[src/rtl/spi_shift_engine.sv]
// spi_shift_engine: SPI master shift engine with configurable word width, SCLK divider, CPOL/CPHA and bit order.
// Optional build macro SPI_LOOPBACK_EN adds a loopback input that samples MOSI in place of MISO.
module spi_shift_engine #(
  parameter int unsigned WIDTH     = 8,
  parameter int unsigned DIV_WIDTH = 8
) (
  input  logic                 clk_in,
  input  logic                 reset,
  input  logic                 start,
  input  logic [WIDTH-1:0]     data_in,
  input  logic                 lsb_first,
  input  logic                 cpol,
  input  logic                 cpha,
  input  logic [DIV_WIDTH-1:0] clk_div,
  input  logic                 hold_cs,
  input  logic                 dc_in,
`ifdef SPI_LOOPBACK_EN
  input  logic                 loopback,
`endif
  output logic                 ready,
  output logic                 done,
  output logic [WIDTH-1:0]     data_out,
  output logic                 clk_out,
  output logic                 cs_n,
  output logic                 dc_out,
  output logic                 serial_out,
  input  logic                 serial_in
);

  localparam int unsigned   EW         = $clog2(2*WIDTH+1);
  localparam logic [EW-1:0] LAST_EDGE  = EW'(2*WIDTH);
  localparam logic [EW-1:0] FIRST_EDGE = EW'(1);

  typedef enum logic [1:0] {IDLE, LEAD, SHIFT, TRAIL} state_e;

  state_e               state_q, state_d;
  logic [WIDTH-1:0]     tx_sr_q, tx_sr_d;
  logic [WIDTH-1:0]     rx_sr_q, rx_sr_d;
  logic                 lsb_q, lsb_d;
  logic                 cpol_q, cpol_d;
  logic                 cpha_q, cpha_d;
  logic [DIV_WIDTH-1:0] div_q, div_d;
  logic                 hold_q, hold_d;
  logic [DIV_WIDTH-1:0] div_cnt_q, div_cnt_d;
  logic [EW-1:0]        edge_cnt_q, edge_cnt_d;
  logic                 done_q, done_d;
  logic [WIDTH-1:0]     data_out_q, data_out_d;
  logic                 clk_out_q, clk_out_d;
  logic                 cs_n_q, cs_n_d;
  logic                 dc_out_q, dc_out_d;
  logic                 serial_out_q, serial_out_d;

  logic                 hp_end;
  logic [EW-1:0]        edge_next;
  logic                 last_edge;
  logic                 sample_edge;
  logic                 miso;
  logic [WIDTH-1:0]     tx_next;

  assign hp_end      = (div_cnt_q == '0);
  assign edge_next   = edge_cnt_q + 1'b1;
  assign last_edge   = (edge_next == LAST_EDGE);
  // Odd edges are leading: cpha=0 samples on them, cpha=1 on the trailing (even) ones.
  assign sample_edge = edge_next[0] ^ cpha_q;

`ifdef SPI_LOOPBACK_EN
  assign miso = loopback ? serial_out_q : serial_in;
`else
  assign miso = serial_in;
`endif

  always_ff @(posedge clk_in) begin
    if (reset) begin
      state_q <= IDLE;
    end else begin
      state_q <= state_d;
    end
  end

  always_comb begin
    state_d = state_q;
    case (state_q)
      IDLE:    if (start)               state_d = LEAD;
      LEAD:    if (hp_end)              state_d = SHIFT;
      SHIFT:   if (hp_end && last_edge) state_d = TRAIL;
      TRAIL:   if (hp_end)              state_d = IDLE;
      default:                          state_d = IDLE;
    endcase
  end

  always_comb begin
    tx_sr_d      = tx_sr_q;
    rx_sr_d      = rx_sr_q;
    lsb_d        = lsb_q;
    cpol_d       = cpol_q;
    cpha_d       = cpha_q;
    div_d        = div_q;
    hold_d       = hold_q;
    div_cnt_d    = div_cnt_q;
    edge_cnt_d   = edge_cnt_q;
    done_d       = 1'b0;
    data_out_d   = data_out_q;
    clk_out_d    = clk_out_q;
    cs_n_d       = cs_n_q;
    dc_out_d     = dc_out_q;
    serial_out_d = serial_out_q;
    tx_next      = lsb_q ? {1'b0, tx_sr_q[WIDTH-1:1]} : {tx_sr_q[WIDTH-2:0], 1'b0};

    if (state_q != IDLE) begin
      div_cnt_d = hp_end ? div_q : div_cnt_q - 1'b1;
    end

    case (state_q)
      IDLE: begin
        if (start) begin
          tx_sr_d      = data_in;
          lsb_d        = lsb_first;
          cpol_d       = cpol;
          cpha_d       = cpha;
          div_d        = clk_div;
          hold_d       = hold_cs;
          div_cnt_d    = clk_div;
          edge_cnt_d   = '0;
          cs_n_d       = 1'b0;
          dc_out_d     = dc_in;
          clk_out_d    = cpol;
          serial_out_d = lsb_first ? data_in[0] : data_in[WIDTH-1];
        end
      end
      SHIFT: begin
        if (hp_end) begin
          edge_cnt_d = edge_next;
          clk_out_d  = last_edge ? cpol_q : ~clk_out_q;
          if (sample_edge) begin
            rx_sr_d = lsb_q ? {miso, rx_sr_q[WIDTH-1:1]} : {rx_sr_q[WIDTH-2:0], miso};
          end else if (!last_edge && edge_next != FIRST_EDGE) begin
            // Edge 1 under cpha=1 re-drives bit 0, which is already on the pin.
            tx_sr_d      = tx_next;
            serial_out_d = lsb_q ? tx_next[0] : tx_next[WIDTH-1];
          end
        end
      end
      TRAIL: begin
        if (hp_end) begin
          done_d     = 1'b1;
          data_out_d = rx_sr_q;
          cs_n_d     = ~hold_q;
        end
      end
      default: ;
    endcase
  end

  always_ff @(posedge clk_in) begin
    if (reset) begin
      tx_sr_q      <= '0;
      rx_sr_q      <= '0;
      lsb_q        <= 1'b0;
      cpol_q       <= 1'b0;
      cpha_q       <= 1'b0;
      div_q        <= '0;
      hold_q       <= 1'b0;
      div_cnt_q    <= '0;
      edge_cnt_q   <= '0;
      done_q       <= 1'b0;
      data_out_q   <= '0;
      clk_out_q    <= 1'b0;
      cs_n_q       <= 1'b1;
      dc_out_q     <= 1'b0;
      serial_out_q <= 1'b0;
    end else begin
      tx_sr_q      <= tx_sr_d;
      rx_sr_q      <= rx_sr_d;
      lsb_q        <= lsb_d;
      cpol_q       <= cpol_d;
      cpha_q       <= cpha_d;
      div_q        <= div_d;
      hold_q       <= hold_d;
      div_cnt_q    <= div_cnt_d;
      edge_cnt_q   <= edge_cnt_d;
      done_q       <= done_d;
      data_out_q   <= data_out_d;
      clk_out_q    <= clk_out_d;
      cs_n_q       <= cs_n_d;
      dc_out_q     <= dc_out_d;
      serial_out_q <= serial_out_d;
    end
  end

  assign ready      = (state_q == IDLE);
  assign done       = done_q;
  assign data_out   = data_out_q;
  assign clk_out    = clk_out_q;
  assign cs_n       = cs_n_q;
  assign dc_out     = dc_out_q;
  assign serial_out = serial_out_q;

endmodule
[config.mk]
export PLATFORM = sky130hd
export DESIGN_NAME = spi_shift_engine
export DESIGN_NICKNAME = d
export VERILOG_FILES = /design/src/rtl/spi_shift_engine.sv
export SDC_FILE = /design/constraint.sdc
export NUM_CORES = 1
export LEC_CHECK = 0
export BUFFER_PORTS_ARGS = -buffer_cell sky130_fd_sc_hd__clkbuf_2
export CORE_UTILIZATION = 45
export DETAILED_ROUTE_END_ITERATION = 10
export PLACE_DENSITY_LB_ADDON = 0.2
export SETUP_SLACK_MARGIN = 0.05
export SLEW_MARGIN = 20
export SYNTH_ARGS = -nofsm -noshare
export SYNTH_HDL_FRONTEND = slang
export SYNTH_SLANG_ARGS = --single-unit
[constraint.sdc]
create_clock -name clk_in -period 4 [get_ports clk_in]
set_input_delay 0 -clock clk_in [delete_from_list [all_inputs] [get_ports clk_in]]
set_output_delay 0 -clock clk_in [all_outputs]
set_load 0.005 [all_outputs]
==> flow_summary.html, run 1 <==
<table>
<tr><th>Metric</th><th>Value</th></tr>
<tr><th colspan="2">Logic synthesis</th></tr>
<tr><td>Post-synthesis async set-or-reset flop share</td><td>0</td></tr>
<tr><td>Dominant cell type by area after synthesis</td><td>sky130_fd_sc_hd__dfxtp_1</td></tr>
<tr><td>Number of enable-type register cells in the synthesized netlist</td><td>0</td></tr>
<tr><td>Ys flop type</td><td>sky130_fd_sc_hd__dfxtp_1</td></tr>
<tr><td>Leading cell type by number of instances after synthesis</td><td>sky130_fd_sc_hd__dfxtp_1</td></tr>
<tr><td>Top area cells in the synthesized netlist</td><td>sky130_fd_sc_hd__dfxtp_1 39%, sky130_fd_sc_hd__mux2i_1 10%, sky130_fd_sc_hd__a21oi_1 9.1%, sky130_fd_sc_hd__nor2_1 5.4%, sky130_fd_sc_hd__nand2_1 5.3%</td></tr>
<tr><td>Synth warn</td><td>0</td></tr>
<tr><td>Number of nets produced by synthesis</td><td>394</td></tr>
<tr><td>Fraction of post-synthesis cell area in the top cell type by area</td><td>0.386</td></tr>
<tr><td>Number of distinct library cells after synthesis</td><td>50</td></tr>
<tr><td>Post-Synthesis Mean Instance Area</td><td>roughly 8 sq um</td></tr>
<tr><td>Most frequent cells after synthesis</td><td>56 x sky130_fd_sc_hd__dfxtp_1, 53 x sky130_fd_sc_hd__a21oi_1, 42 x sky130_fd_sc_hd__nor2_1</td></tr>
<tr><td>Area of the mapped netlist</td><td>2910 sq um</td></tr>
<tr><td>Portion of the post-synthesis area used by sequential elements</td><td>0.386</td></tr>
<tr><td>Cells after Synth</td><td>360</td></tr>
<tr><td>Post-synthesis sequential element count</td><td>56</td></tr>
<tr><th colspan="2">Pwr</th></tr>
<tr><td>Leakage power</td><td>1.39 nW</td></tr>
<tr><td>Total power divided by cell area</td><td>599 nW/um^2</td></tr>
<tr><td>Power consumption</td><td>0.00201 W</td></tr>
<tr><td>VDD IR-drop max</td><td>0.331 mV</td></tr>
<tr><th colspan="2">Setup path</th></tr>
<tr><td>Worst path most repeated cell</td><td>sky130_fd_sc_hd__a21oi_1</td></tr>
<tr><td>Maximum net fanout on the critical path</td><td>29</td></tr>
<tr><td>Category of the critical setup timing path</td><td>flop to flop</td></tr>
<tr><td>Largest stage delay on the critical path</td><td>740 ps</td></tr>
<tr><td>Slowest CP cell</td><td>sky130_fd_sc_hd__ha_1</td></tr>
<tr><td>Data arrival time at the worst-slack endpoint</td><td>between 2000 and 3000 ps</td></tr>
<tr><td>Cell family with most CP delay</td><td>compound AO/OA/AOI/OAI gates</td></tr>
<tr><td>Worst endpoint required time</td><td>around 4200 ps</td></tr>
<tr><td>Kind of start point of the critical path</td><td>flop</td></tr>
<tr><td>Cells along the critical path</td><td>inv_1 &gt; ha_1 &gt; o21ai_0 &gt; a21oi_1 &gt; a21oi_1 &gt; a311oi_1</td></tr>
<tr><td>Crit path buffers/inverters</td><td>1</td></tr>
<tr><td>Category of the worst setup path capture point</td><td>flop</td></tr>
<tr><th colspan="2">Clock tree</th></tr>
<tr><td>Worst-case clock buffer depth</td><td>2</td></tr>
<tr><td>Sinks on the clock net</td><td>56</td></tr>
<tr><td>Num CTS Buffers</td><td>5</td></tr>
<tr><td>Clock tree root buffer cell</td><td>sky130_fd_sc_hd__clkbuf_8</td></tr>
<tr><td>Clock tree from TritonCTS</td><td>built</td></tr>
<tr><td>H-Tree Depth</td><td>2</td></tr>
<tr><td>Setup Buffers After CTS</td><td>0</td></tr>
<tr><td>Clk Latency, worst-skew pair</td><td>310 ps</td></tr>
<tr><td>Clock transition at the register clock pins on the worst setup and hold paths after CTS</td><td>~100 ps</td></tr>
<tr><th colspan="2">Detailed routing</th></tr>
<tr><td>DR vias</td><td>2,633</td></tr>
<tr><td>First drt pass iteration count</td><td>4</td></tr>
<tr><td>First DRT Iteration DRCs</td><td>103</td></tr>
<tr><td>Via density per instance</td><td>5.57</td></tr>
<tr><td>Routed wirelength normalized by instance count</td><td>between 10 and 15 um</td></tr>
<tr><td>Drc violations</td><td>0</td></tr>
<tr><td>Number of nets with antenna violations after detailed routing</td><td>0</td></tr>
<tr><td>Detailed-route wire length</td><td>6630 um</td></tr>
<tr><th colspan="2">Timing</th></tr>
<tr><td>RSZ-0062 raised after global routing</td><td>no</td></tr>
<tr><td>Final hold viol count</td><td>0</td></tr>
<tr><td>Crit share post-route</td><td>0.682</td></tr>
<tr><td>Hold slack final</td><td>51.2 ps</td></tr>
<tr><td>Worst-margin pin slew</td><td>939 ps</td></tr>
<tr><td>Total of endpoints with negative setup slack in the final report</td><td>0</td></tr>
<tr><td>Crit path time final</td><td>2730 ps</td></tr>
<tr><td>Peak clock frequency supported by timing</td><td>0.367 GHz</td></tr>
<tr><td>Total negative slack</td><td>0 ps</td></tr>
<tr><td>Max Slew Vio Count</td><td>0</td></tr>
<tr><td>Max-slew headroom</td><td>0.373</td></tr>
<tr><td>Clock Skews</td><td>5.58 ps</td></tr>
<tr><th colspan="2">Finish</th></tr>
<tr><td>ANT cells</td><td>0</td></tr>
<tr><td>Fraction of final layout cells with drive strength greater than 1</td><td>0.141</td></tr>
<tr><td>Post-layout util</td><td>0.554</td></tr>
<tr><td>Design area</td><td>3360 sq um</td></tr>
<tr><td>NumNets Final</td><td>431</td></tr>
<tr><td>Area Overhead vs Synth</td><td>15.5%</td></tr>
<tr><th colspan="2">Outcome</th></tr>
<tr><td>Run status</td><td>finished clean</td></tr>
<tr><th colspan="2">GRT</th></tr>
<tr><td>GRT Overall Usage</td><td>0.204</td></tr>
<tr><td>Via count of the first global-routing pass</td><td>2,298</td></tr>
<tr><td>Global-route congestion overflow total</td><td>0</td></tr>
<tr><td>First-pass GRT wire length</td><td>10,700 um</td></tr>
<tr><td>Initial antenna violation count</td><td>0</td></tr>
<tr><td>Pin count of the biggest net entering global routing</td><td>30</td></tr>
<tr><th colspan="2">Floorplan</th></tr>
<tr><td>Num ports</td><td>39</td></tr>
<tr><td>Die span in y</td><td>82.4 um</td></tr>
<tr><td>Starting density of the core</td><td>0.480</td></tr>
<tr><td>Total number of placement rows</td><td>28</td></tr>
<tr><td>Placeable core region</td><td>6060 sq um</td></tr>
<tr><td>Die Area</td><td>6780 sq um</td></tr>
<tr><td>Die Span X</td><td>a little over 80 um</td></tr>
<tr><th colspan="2">Placed design</th></tr>
<tr><td>Number of port buffers</td><td>38</td></tr>
<tr><td>Instance area after placement</td><td>3110 sq um</td></tr>
<tr><td>Final Wtd Congestion</td><td>0.787</td></tr>
<tr><td>Post-detailed-placement half-perimeter wirelength</td><td>4450 um</td></tr>
<tr><th colspan="2">Min path</th></tr>
<tr><td>Class of the tightest hold or removal check</td><td>input port to flop</td></tr>
<tr><th colspan="2">Flow run</th></tr>
<tr><td>Max capacitance violation total</td><td>0</td></tr>
</table>
## cell type report
class                   count  area (sq um)
well taps                  75          93.8
inverters                  11          41.3
repair buffers             54           343
clock inverters             3          46.3
multi-input cells         269          1640
flip-flops and latches     56          1120
clock buffers               5          68.8
fillers                   592          2700
## tightest hold or removal path, cell delays in order
cell and delay (ps):
sky130_fd_sc_hd__clkbuf_2 80, sky130_fd_sc_hd__nor2_1 70, sky130_fd_sc_hd__a21oi_1 40, sky130_fd_sc_hd__nand3_1 70
sky130_fd_sc_hd__a21oi_1 50
## logic make-up (layout without fill, tap and decap cells)
family	count (synthesis)	after routing	synth area share
XOR/XNOR	3	3	0.00904
multiplexers	32	32	0.111
flip-flops	56	56	0.386
adder cells (fa/ha/maj)	9	9	0.0387
AND/OR/NAND/NOR	126	126	0.202
AO/OA/AOI/OAI	99	99	0.204
buffers and inverters	35	73	0.0486
## where the power goes
group | leakage (nW) | internal, W | switching [W]
combinational | 0.874 | 0.000363 | 0.000466
sequential | 0.457 | 0.000678 | 0.000124
clock | 0.0548 | 0.000189 | 0.000193
## state kept, by name (all words and copies together) (netlist names)
| register | count |
|---|---|
| clk_out | 1 |
| div_q | 8 |
| cpol_q | 1 |
| lsb_q | 1 |
| tx_sr_q | 8 |
| state_q | 2 |
| rx_sr_q | 8 |
| hold_q | 1 |
| cs_n | 1 |
| dc_out | 1 |
| cpha_q | 1 |
| div_cnt_q | 8 |
| serial_out | 1 |
| data_out | 8 |
| edge_cnt_q | 5 |
| done | 1 |
## through the flow
stage	cells	worst slack (ps)
global placement	452	1440
CTS	473	1310
detailed placement	452	1340
floorplan	360	1960
global route	473	879
finish	473	1270
## final timing paths
check | start | to | slack, ps | cells past startpoint
max | state_q[0]$_SDFFE_PP0P_ | tx_sr_q[7]$_SDFFE_PP0P_ | 1270 | 6
min | data_in[4] | tx_sr_q[4]$_SDFFE_PP0P_ | 50 | 5
max reg2reg | state_q[0]$_SDFFE_PP0P_ | tx_sr_q[7]$_SDFFE_PP0P_ | 1270 | 6
min reg2reg | div_q[5]$_SDFFE_PP0P_ | div_q[5]$_SDFFE_PP0P_ | 460 | 2
## cells in the final DEF (no fill, tap or decap), types with 3 or more instances in the layout
cell type                        n
sky130_fd_sc_hd__a211o_1         4
sky130_fd_sc_hd__a211oi_1        5
sky130_fd_sc_hd__a21o_1          3
sky130_fd_sc_hd__a21oi_1        53
sky130_fd_sc_hd__a31oi_1         3
sky130_fd_sc_hd__buf_4           3
sky130_fd_sc_hd__clkbuf_2       38
sky130_fd_sc_hd__clkbuf_8        5
sky130_fd_sc_hd__dfxtp_1        56
sky130_fd_sc_hd__dlygate4sd3_1  13
sky130_fd_sc_hd__ha_1            9
sky130_fd_sc_hd__inv_1          11
sky130_fd_sc_hd__mux2i_1        30
sky130_fd_sc_hd__nand2_1        41
sky130_fd_sc_hd__nand3_1        15
sky130_fd_sc_hd__nand3b_1        3
sky130_fd_sc_hd__nor2_1         42
sky130_fd_sc_hd__nor3_1          4
sky130_fd_sc_hd__o21ai_0        14
sky130_fd_sc_hd__or3_1           4
## metal layers
metal / up-vias / GRT usage / part of all wire
met3: 9 / 0.0429 / 0.029
met1: 1233 / 0.264 / 0.50
met5: - / 0 / 0
met2: 47 / 0.344 / 0.46
met4: 0 / 0.0544 / 0.013
li1: 1344 / - / -
## repair_timing
| action | CTS | global route |
|---|---|---|
| hold buffers | 13 | 0 |
| resized for setup | 0 | 0 |
| hold endpoints to repair | 13 | 0 |
| setup endpoints to repair | 0 | 0 |
Note: power is estimated with default switching activity, not from simulation.
==> run 2, diff against run 1 <==
==> constraint.sdc (replaced) <==
create_clock -name clk_in -period 2.7 [get_ports clk_in]
set_input_delay 0 -clock clk_in [delete_from_list [all_inputs] [get_ports clk_in]]
set_output_delay 0 -clock clk_in [all_outputs]
set_load 0.005 [all_outputs]
==> run 2 against run 1 <==
Effect of this change: combinational power grew 50%; total power rose by 43%; first-iteration DRC count is 1.9% higher; die area is the same; largest cell class unchanged; highest routed layer unchanged.
==> flow_summary.html, run 2 (synthesized netlist as in run 1, its figures left out) <==
<table>
<tr><th>Metric</th><th>Value</th></tr>
<tr><th colspan="2">Timing</th></tr>
<tr><td>Worst Slack Setup Final</td><td>426 ps</td></tr>
<tr><td>Clock Skews</td><td>between 10 and 15 ps</td></tr>
<tr><td>Crit share post-route</td><td>0.842</td></tr>
<tr><td>Max Slew Vio Count</td><td>0</td></tr>
<tr><td>Peak clock frequency supported by timing</td><td>0.440 GHz</td></tr>
<tr><td>Total of endpoints with negative setup slack in the final report</td><td>0</td></tr>
<tr><td>RSZ-0062 raised after global routing</td><td>no</td></tr>
<tr><td>Final hold viol count</td><td>0</td></tr>
<tr><td>Crit path time final</td><td>~2300 ps</td></tr>
<tr><td>Worst-margin pin slew</td><td>684 ps</td></tr>
<tr><td>Max-slew headroom</td><td>0.544</td></tr>
<tr><td>Total negative slack</td><td>0 ps</td></tr>
<tr><th colspan="2">Clock tree</th></tr>
<tr><td>H-Tree Depth</td><td>2</td></tr>
<tr><td>Clock transition at the register clock pins on the worst setup and hold paths after CTS</td><td>100 ps</td></tr>
<tr><td>Quantity of gates resized following cts</td><td>0</td></tr>
<tr><td>Clk Latency, worst-skew pair</td><td>310 ps</td></tr>
<tr><td>Num CTS Buffers</td><td>5</td></tr>
<tr><td>Clock tree from TritonCTS</td><td>built</td></tr>
<tr><td>Worst-case clock buffer depth</td><td>2</td></tr>
<tr><td>Clock tree root buffer cell</td><td>sky130_fd_sc_hd__clkbuf_8</td></tr>
<tr><td>Sinks on the clock net</td><td>56</td></tr>
<tr><th colspan="2">Detailed routing</th></tr>
<tr><td>First drt pass iteration count</td><td>4</td></tr>
<tr><td>Number of nets with antenna violations after detailed routing</td><td>0</td></tr>
<tr><td>First DRT Iteration DRCs</td><td>105</td></tr>
<tr><td>Drc violations</td><td>0</td></tr>
<tr><td>Routed wirelength normalized by instance count</td><td>roughly 13 um</td></tr>
<tr><td>Detailed-route wire length</td><td>~6400 um</td></tr>
<tr><td>Via density per instance</td><td>5.42</td></tr>
<tr><td>DR vias</td><td>2,590</td></tr>
<tr><th colspan="2">Finish</th></tr>
<tr><td>Most common cell after layout, fill and taps aside</td><td>sky130_fd_sc_hd__dfxtp_1</td></tr>
<tr><td>Top library cells by usage in the layout, fill and taps aside</td><td>56 x sky130_fd_sc_hd__dfxtp_1, 53 x sky130_fd_sc_hd__a21oi_1, 42 x sky130_fd_sc_hd__nor2_1</td></tr>
<tr><td>Count of fill cells added during filler insertion</td><td>591</td></tr>
<tr><td>NumNets Final</td><td>around 440</td></tr>
<tr><td>Final non-filler cell total</td><td>roughly 480</td></tr>
<tr><td>ANT cells</td><td>0</td></tr>
<tr><td>Area Overhead vs Synth</td><td>16.0%</td></tr>
<tr><td>Fraction of final layout cells with drive strength greater than 1</td><td>0.151</td></tr>
<tr><th colspan="2">Floorplan</th></tr>
<tr><td>Die Span X</td><td>82.4 um</td></tr>
<tr><td>Placeable core region</td><td>roughly 6100 sq um</td></tr>
<tr><td>Die span in y</td><td>82.4 um</td></tr>
<tr><td>Num ports</td><td>39</td></tr>
<tr><td>Total number of placement rows</td><td>28</td></tr>
<tr><td>Die Area</td><td>roughly 6800 sq um</td></tr>
<tr><td>Starting density of the core</td><td>0.480</td></tr>
<tr><th colspan="2">GRT</th></tr>
<tr><td>Global-route congestion overflow total</td><td>0</td></tr>
<tr><td>Via count of the first global-routing pass</td><td>~2,400</td></tr>
<tr><td>First-pass GRT wire length</td><td>10,700 um</td></tr>
<tr><td>GRT Overall Usage</td><td>0.202</td></tr>
<tr><td>Pin count of the biggest net entering global routing</td><td>34</td></tr>
<tr><td>Initial antenna violation count</td><td>0</td></tr>
<tr><th colspan="2">Pwr</th></tr>
<tr><td>Total power divided by cell area</td><td>856 nW/um^2</td></tr>
<tr><td>Leakage power</td><td>1.40 nW</td></tr>
<tr><td>VDD IR-drop max</td><td>0.517 mV</td></tr>
<tr><th colspan="2">Setup path</th></tr>
<tr><td>Worst endpoint required time</td><td>2910 ps</td></tr>
<tr><td>Maximum net fanout on the critical path</td><td>6</td></tr>
<tr><td>Capture instance of the worst register-to-register path</td><td>edge_cnt_q[4]$_SDFFE_PP0P_</td></tr>
<tr><td>Data arrival time at the worst-slack endpoint</td><td>2490 ps</td></tr>
<tr><td>Category of the critical setup timing path</td><td>flop to flop</td></tr>
<tr><td>Category of the worst setup path capture point</td><td>flop</td></tr>
<tr><td>Termination of the worst setup path</td><td>edge_cnt_q[4]$_SDFFE_PP0P_</td></tr>
<tr><td>Timing startpoint of the critical path</td><td>div_cnt_q[0]$_SDFF_PP0_</td></tr>
<tr><td>Setup slack, reg-to-reg</td><td>430 ps</td></tr>
<tr><td>Kind of start point of the critical path</td><td>flop</td></tr>
<tr><td>Launch point of the worst reg-to-reg path</td><td>div_cnt_q[0]$_SDFF_PP0_</td></tr>
<tr><td>Depth of the most critical reg-to-reg path</td><td>7</td></tr>
<tr><th colspan="2">Placed design</th></tr>
<tr><td>Number of port buffers</td><td>38</td></tr>
<tr><td>Final Wtd Congestion</td><td>~0.8</td></tr>
<tr><td>Setup Slack @ Placement</td><td>460 ps</td></tr>
<tr><td>Post-detailed-placement half-perimeter wirelength</td><td>4390 um</td></tr>
<tr><td>Placed instance count</td><td>about 460</td></tr>
<tr><th colspan="2">Flow run</th></tr>
<tr><td>Max capacitance violation total</td><td>0</td></tr>
<tr><th colspan="2">Outcome</th></tr>
<tr><td>Run status</td><td>finished clean</td></tr>
<tr><th colspan="2">Min path</th></tr>
<tr><td>Class of the tightest hold or removal check</td><td>input port to flop</td></tr>
</table>
[run 2: cell count changes in the layout (fill, tap and decap cells not counted)]
cell and change:
sky130_fd_sc_hd__bufinv_16 -1, sky130_fd_sc_hd__buf_4 +5, sky130_fd_sc_hd__clkinv_2 +1
[run 2: timing repair]
action                    CTS  global route
hold buffers               13             0
hold endpoints to repair   13             0
buffers inserted            0             0
[run 2: metrics by stage]
stage | power, W | utilization | cell area [sq um] | hold WS [ps]
after floorplan | 0.00210 | - | 2910 | 136
after global placement | 0.00239 | 0.520 | 3150 | 223
after detailed placement | 0.00242 | 0.520 | 3150 | 238
after CTS | 0.00291 | 0.556 | 3370 | 36.0
after global routing | 0.00311 | 0.556 | 3370 | 48.3
final | 0.00288 | 0.556 | 3370 | 50.7
[run 2: layer usage]
metal | wire length [um] | share of wire | global-route usage | vias up
met5 | 0 | 0 | 0 | -
met4 | 36 | 0.0057 | 0.0368 | 0
met3 | 202 | 0.032 | 0.0363 | 5
met2 | 3040 | 0.48 | 0.346 | 42
met1 | 3080 | 0.48 | 0.267 | 1195
li1 | - | - | - | 1348
[run 2: area by class of cell]
class,count,area [sq um],area share
clock buffer,5,68.8,0.0204
multi-input combinational,269,1640,0.488
sequential,56,1120,0.333
timing repair buffer,59,380,0.113
inverter,11,41.3,0.0122
clock inverter,3,21.3,0.00631
tap,75,93.8,0.0278
[run 2: critical path: stages (launching register included)]
cell and delay (ps):
sky130_fd_sc_hd__dfxtp_1 330, sky130_fd_sc_hd__inv_1 100, sky130_fd_sc_hd__ha_1 170, sky130_fd_sc_hd__nor4b_2 490, sky130_fd_sc_hd__nand2_1 210, sky130_fd_sc_hd__nor3_1 510, sky130_fd_sc_hd__a21oi_1 140, sky130_fd_sc_hd__a211oi_1 240
[run 2: worst min-delay path by stage]
stage / start / to / slack, ps / depth (start not counted)
5_1_grt: data_in[4] / tx_sr_q[4]$_SDFFE_PP0P_ / 50 / 5
6_report: data_in[7] / tx_sr_q[7]$_SDFFE_PP0P_ / 50 / 3
3_3_place_gp: dc_in / dc_out$_SDFFE_PP0P_ / 220 / 3
2_1_floorplan: clk_div[4] / div_q[4]$_SDFFE_PP0P_ / 140 / 2
3_5_place_dp: hold_cs / hold_q$_SDFFE_PP0P_ / 240 / 3
4_1_cts: data_in[7] / tx_sr_q[7]$_SDFFE_PP0P_ / 40 / 3
[run 2: power breakdown]
part | switching (W) | internal, W
clock | 0.000282 | 0.000185
combinational | 0.000688 | 0.000553
sequential | 0.000173 | 0.00100
total | 0.00114 | 0.00174
==> run 3, diff against run 2 <==
--- a/config.mk
+++ b/config.mk
@@ -5,6 +5,7 @@
 export SDC_FILE = /design/constraint.sdc
 export NUM_CORES = 1
 export LEC_CHECK = 0
+export ABC_AREA = 1
 export BUFFER_PORTS_ARGS = -buffer_cell sky130_fd_sc_hd__clkbuf_2
 export CORE_UTILIZATION = 45
 export DETAILED_ROUTE_END_ITERATION = 10
==> constraint.sdc (replaced) <==
create_clock -name clk_in -period 1.99 [get_ports clk_in]
set_input_delay 0 -clock clk_in [delete_from_list [all_inputs] [get_ports clk_in]]
set_output_delay 0 -clock clk_in [all_outputs]
set_load 0.005 [all_outputs]
==> run 3 against run 2 <==
Effect of this change: routed wire length shrank 2.7%; first-iteration DRC count up 36%; total power increased by 62%; clock skew shrank 8.4 ps; critical path type unchanged; highest routed layer unchanged.
==> flow_summary.html, run 3 <==
<table>
<tr><th>Metric</th><th>Value</th></tr>
<tr><th colspan="2">Outcome</th></tr>
<tr><td>Run status</td><td>finished clean</td></tr>
<tr><th colspan="2">Clock tree</th></tr>
<tr><td>Clock tree from TritonCTS</td><td>built</td></tr>
<tr><td>Clk Latency, worst-skew pair</td><td>slightly above 300 ps</td></tr>
<tr><td>Setup Buffers After CTS</td><td>0</td></tr>
<tr><td>Clock tree root buffer cell</td><td>sky130_fd_sc_hd__clkbuf_8</td></tr>
<tr><td>Num CTS Buffers</td><td>5</td></tr>
<tr><td>Sinks on the clock net</td><td>56</td></tr>
<tr><td>Worst-case clock buffer depth</td><td>2</td></tr>
<tr><td>H-Tree Depth</td><td>2</td></tr>
<tr><td>Clock transition at the register clock pins on the worst setup and hold paths after CTS</td><td>roughly 100 ps</td></tr>
<tr><th colspan="2">Detailed routing</th></tr>
<tr><td>Detailed-route wire length</td><td>slightly above 6000 um</td></tr>
<tr><td>First drt pass iteration count</td><td>4</td></tr>
<tr><td>Drc violations</td><td>0</td></tr>
<tr><td>Routed wirelength normalized by instance count</td><td>11.6 um</td></tr>
<tr><td>DR vias</td><td>2,687</td></tr>
<tr><td>Via density per instance</td><td>5.05</td></tr>
<tr><td>Number of nets with antenna violations after detailed routing</td><td>0</td></tr>
<tr><td>First DRT Iteration DRCs</td><td>around 140</td></tr>
<tr><th colspan="2">Pwr</th></tr>
<tr><td>Combinational share of power</td><td>0.499</td></tr>
<tr><td>Power consumption</td><td>0.00468 W</td></tr>
<tr><td>Total power divided by cell area</td><td>1400 nW/um^2</td></tr>
<tr><td>Power share of the sequential group</td><td>0.337</td></tr>
<tr><td>Leakage power</td><td>around 1.5 nW</td></tr>
<tr><td>Sw Ratio</td><td>0.441</td></tr>
<tr><td>Net Switching</td><td>0.00206 W</td></tr>
<tr><td>Clock group share of total power</td><td>0.164</td></tr>
<tr><td>VDD IR-drop max</td><td>between 0.6 and 0.7 mV</td></tr>
<tr><td>Cell-internal power</td><td>0.00261 W</td></tr>
<tr><th colspan="2">Floorplan</th></tr>
<tr><td>Num ports</td><td>39</td></tr>
<tr><td>Die Span X</td><td>81.7 um</td></tr>
<tr><td>Placeable core region</td><td>6030 sq um</td></tr>
<tr><td>Die span in y</td><td>81.7 um</td></tr>
<tr><td>Total number of placement rows</td><td>28</td></tr>
<tr><td>Starting density of the core</td><td>0.474</td></tr>
<tr><td>Die Area</td><td>6670 sq um</td></tr>
<tr><th colspan="2">Logic synthesis</th></tr>
<tr><td>Number of enable-type register cells in the synthesized netlist</td><td>0</td></tr>
<tr><td>Top area cells in the synthesized netlist</td><td>sky130_fd_sc_hd__dfxtp_1 39%, sky130_fd_sc_hd__nand2_1 10%, sky130_fd_sc_hd__a21oi_1 8.1%, sky130_fd_sc_hd__o21ai_0 7.5%, sky130_fd_sc_hd__nor2_1 7.5%</td></tr>
<tr><td>Most frequent cells after synthesis</td><td>78 x sky130_fd_sc_hd__nand2_1, 57 x sky130_fd_sc_hd__nor2_1, 56 x sky130_fd_sc_hd__dfxtp_1</td></tr>
<tr><td>Ys flop type</td><td>sky130_fd_sc_hd__dfxtp_1</td></tr>
<tr><td>Synth warn</td><td>0</td></tr>
<tr><td>Fraction of post-synthesis cell area in the top cell type by area</td><td>0.392</td></tr>
<tr><td>Number of nets produced by synthesis</td><td>between 400 and 500</td></tr>
<tr><td>Post-Synthesis Mean Instance Area</td><td>just under 7 sq um</td></tr>
<tr><td>Area of the mapped netlist</td><td>2860 sq um</td></tr>
<tr><td>Post-synthesis async set-or-reset flop share</td><td>0</td></tr>
<tr><td>Number of distinct library cells after synthesis</td><td>34</td></tr>
<tr><td>Dominant cell type by area after synthesis</td><td>sky130_fd_sc_hd__dfxtp_1</td></tr>
<tr><td>Cells after Synth</td><td>411</td></tr>
<tr><td>Post-synthesis sequential element count</td><td>56</td></tr>
<tr><td>Portion of the post-synthesis area used by sequential elements</td><td>0.392</td></tr>
<tr><td>Leading cell type by number of instances after synthesis</td><td>sky130_fd_sc_hd__nand2_1</td></tr>
<tr><th colspan="2">Setup path</th></tr>
<tr><td>Count of cell instances traversed by the critical path</td><td>11</td></tr>
<tr><td>Timing startpoint of the critical path</td><td>state_q[0]$_SDFFE_PP0P_</td></tr>
<tr><td>Depth of the most critical reg-to-reg path</td><td>11</td></tr>
<tr><td>Crit path buffers/inverters</td><td>3</td></tr>
<tr><td>Worst endpoint required time</td><td>2240 ps</td></tr>
<tr><td>Cell family with most CP delay</td><td>simple AND/OR/NAND/NOR gates</td></tr>
<tr><td>Data arrival time at the worst-slack endpoint</td><td>between 2000 and 2500 ps</td></tr>
<tr><td>Category of the worst setup path capture point</td><td>flop</td></tr>
<tr><td>Slowest CP cell</td><td>sky130_fd_sc_hd__dfxtp_1</td></tr>
<tr><td>Launch point of the worst reg-to-reg path</td><td>state_q[0]$_SDFFE_PP0P_</td></tr>
<tr><td>Termination of the worst setup path</td><td>tx_sr_q[2]$_SDFFE_PP0P_</td></tr>
<tr><td>Largest stage delay on the critical path</td><td>about 380 ps</td></tr>
<tr><td>Kind of start point of the critical path</td><td>flop</td></tr>
<tr><td>Category of the critical setup timing path</td><td>flop to flop</td></tr>
<tr><td>Cells along the critical path</td><td>inv_1 &gt; ha_2 &gt; inv_2 &gt; nor2_2 &gt; inv_2 &gt; nand2_4 &gt; nor2_8 &gt; nand3_4 &gt; nand2_1 &gt; nand2_1 &gt; nor2_1</td></tr>
<tr><td>Capture instance of the worst register-to-register path</td><td>tx_sr_q[2]$_SDFFE_PP0P_</td></tr>
<tr><td>Setup slack, reg-to-reg</td><td>around 190 ps</td></tr>
<tr><td>Maximum net fanout on the critical path</td><td>17</td></tr>
<tr><th colspan="2">Placed design</th></tr>
<tr><td>Final Wtd Congestion</td><td>~0.8</td></tr>
<tr><td>Number of port buffers</td><td>38</td></tr>
<tr><td>Post-detailed-placement half-perimeter wirelength</td><td>4220 um</td></tr>
<tr><th colspan="2">GRT</th></tr>
<tr><td>First-pass GRT wire length</td><td>10,600 um</td></tr>
<tr><td>Initial antenna violation count</td><td>0</td></tr>
<tr><td>Via count of the first global-routing pass</td><td>between 2,000 and 2,500</td></tr>
<tr><td>Global-route congestion overflow total</td><td>0</td></tr>
<tr><td>Pin count of the biggest net entering global routing</td><td>33</td></tr>
<tr><td>GRT Overall Usage</td><td>0.204</td></tr>
<tr><th colspan="2">Timing</th></tr>
<tr><td>Total of endpoints with negative setup slack in the final report</td><td>0</td></tr>
<tr><td>Crit share post-route</td><td>0.907</td></tr>
<tr><td>Total negative slack</td><td>0 ps</td></tr>
<tr><td>Max Slew Vio Count</td><td>0</td></tr>
<tr><td>Peak clock frequency supported by timing</td><td>0.554 GHz</td></tr>
<tr><td>Crit path time final</td><td>1800 ps</td></tr>
<tr><td>Final hold viol count</td><td>0</td></tr>
<tr><td>Clock Skews</td><td>4.83 ps</td></tr>
<tr><td>RSZ-0062 raised after global routing</td><td>yes</td></tr>
<tr><td>Max-slew headroom</td><td>0.402</td></tr>
<tr><td>Worst-margin pin slew</td><td>around 900 ps</td></tr>
<tr><th colspan="2">Finish</th></tr>
<tr><td>Top library cells by usage in the layout, fill and taps aside</td><td>78 x sky130_fd_sc_hd__nand2_1, 57 x sky130_fd_sc_hd__nor2_1, 55 x sky130_fd_sc_hd__dfxtp_1</td></tr>
<tr><td>ANT cells</td><td>0</td></tr>
<tr><td>Area Overhead vs Synth</td><td>17.0%</td></tr>
<tr><td>Fraction of final layout cells with drive strength greater than 1</td><td>0.166</td></tr>
<tr><td>Most common cell after layout, fill and taps aside</td><td>sky130_fd_sc_hd__nand2_1</td></tr>
<tr><td>Post-layout util</td><td>0.555</td></tr>
<tr><td>NumNets Final</td><td>490</td></tr>
<tr><td>Count of fill cells added during filler insertion</td><td>599</td></tr>
<tr><th colspan="2">Min path</th></tr>
<tr><td>Class of the tightest hold or removal check</td><td>input port to flop</td></tr>
<tr><td>Startpoint of the tightest hold check path</td><td>data_in[4]</td></tr>
<tr><th colspan="2">Flow run</th></tr>
<tr><td>Max capacitance violation total</td><td>0</td></tr>
</table>
-- run 3: area by class of cell --
type | count | area, sq um | area share
clock inverters | 3 | 46.3 | 0.0138
flip-flops and latches | 56 | 1120 | 0.336
repair buffers | 59 | 380 | 0.114
well taps | 75 | 93.8 | 0.0281
multi-input cells | 289 | 1460 | 0.437
clock buffers | 5 | 68.8 | 0.0206
inverters | 45 | 169 | 0.0505
-- run 3: worst min-delay path: stages --
cell                       delay [ps]
sky130_fd_sc_hd__clkbuf_2          70
sky130_fd_sc_hd__nor2_1            30
sky130_fd_sc_hd__nor2_1            90
sky130_fd_sc_hd__nor2_1            50
sky130_fd_sc_hd__nor2_1            80
-- run 3: layer usage --
layer,global-route usage,vias up,wire length [um]
li1,-,1416,-
met1,0.259,1208,3040
met2,0.351,55,2860
met3,0.0333,8,204
met4,0.0649,0,87
met5,0,-,0
-- run 3: cell families (layout without fill, tap and decap cells) --
logic type	Yosys count	in the layout	share of synthesized area
adders and majority gates	9	9	0.0394
buffers and inverters	66	112	0.0964
xor gates and xnor gates	3	3	0.00920
DFF	56	56	0.392
AOI/OAI and AO/OA	100	100	0.181
and+or+nand+nor	176	176	0.277
muxes	1	1	0.00394
-- run 3: worst min path at each step --
stage | end | cells after the start
finish | tx_sr_q[4]$_SDFFE_PP0P_ | 5
global route | tx_sr_q[2]$_SDFFE_PP0P_ | 5
CTS | tx_sr_q[3]$_SDFFE_PP0P_ | 5
detailed placement | dc_out$_SDFFE_PP0P_ | 3
global placement | dc_out$_SDFFE_PP0P_ | 3
floorplan | div_q[3]$_SDFFE_PP0P_ | 2
-- run 3: power by group through the flow --
stage	Clock (W)	Sequential (W)	Combinational [W]
global route	0.000840	0.00161	0.00270
global placement	0	0.00159	0.00228
CTS	0.000795	0.00157	0.00233
finish	0.000766	0.00158	0.00234
floorplan	0	0.00155	0.00189
detailed placement	0	0.00160	0.00230
-- run 3: timing repair --
item | CTS | global route
endpoints found under the hold margin | 19 | 0
gates resized for setup | 0 | 2
endpoints found under the setup margin | 0 | 15
hold buffers | 13 | 0
-- run 3: through the flow --
step	instance area (sq um)	hold WS (ps)	std cells	setup slack (ps)
after detailed placement	3090	270	511	120
after CTS	3340	38.5	532	80.6
final	3340	53.2	532	185
after floorplan	2860	158	411	325
after global placement	3090	260	511	164
after global routing	3340	62.9	532	23.6
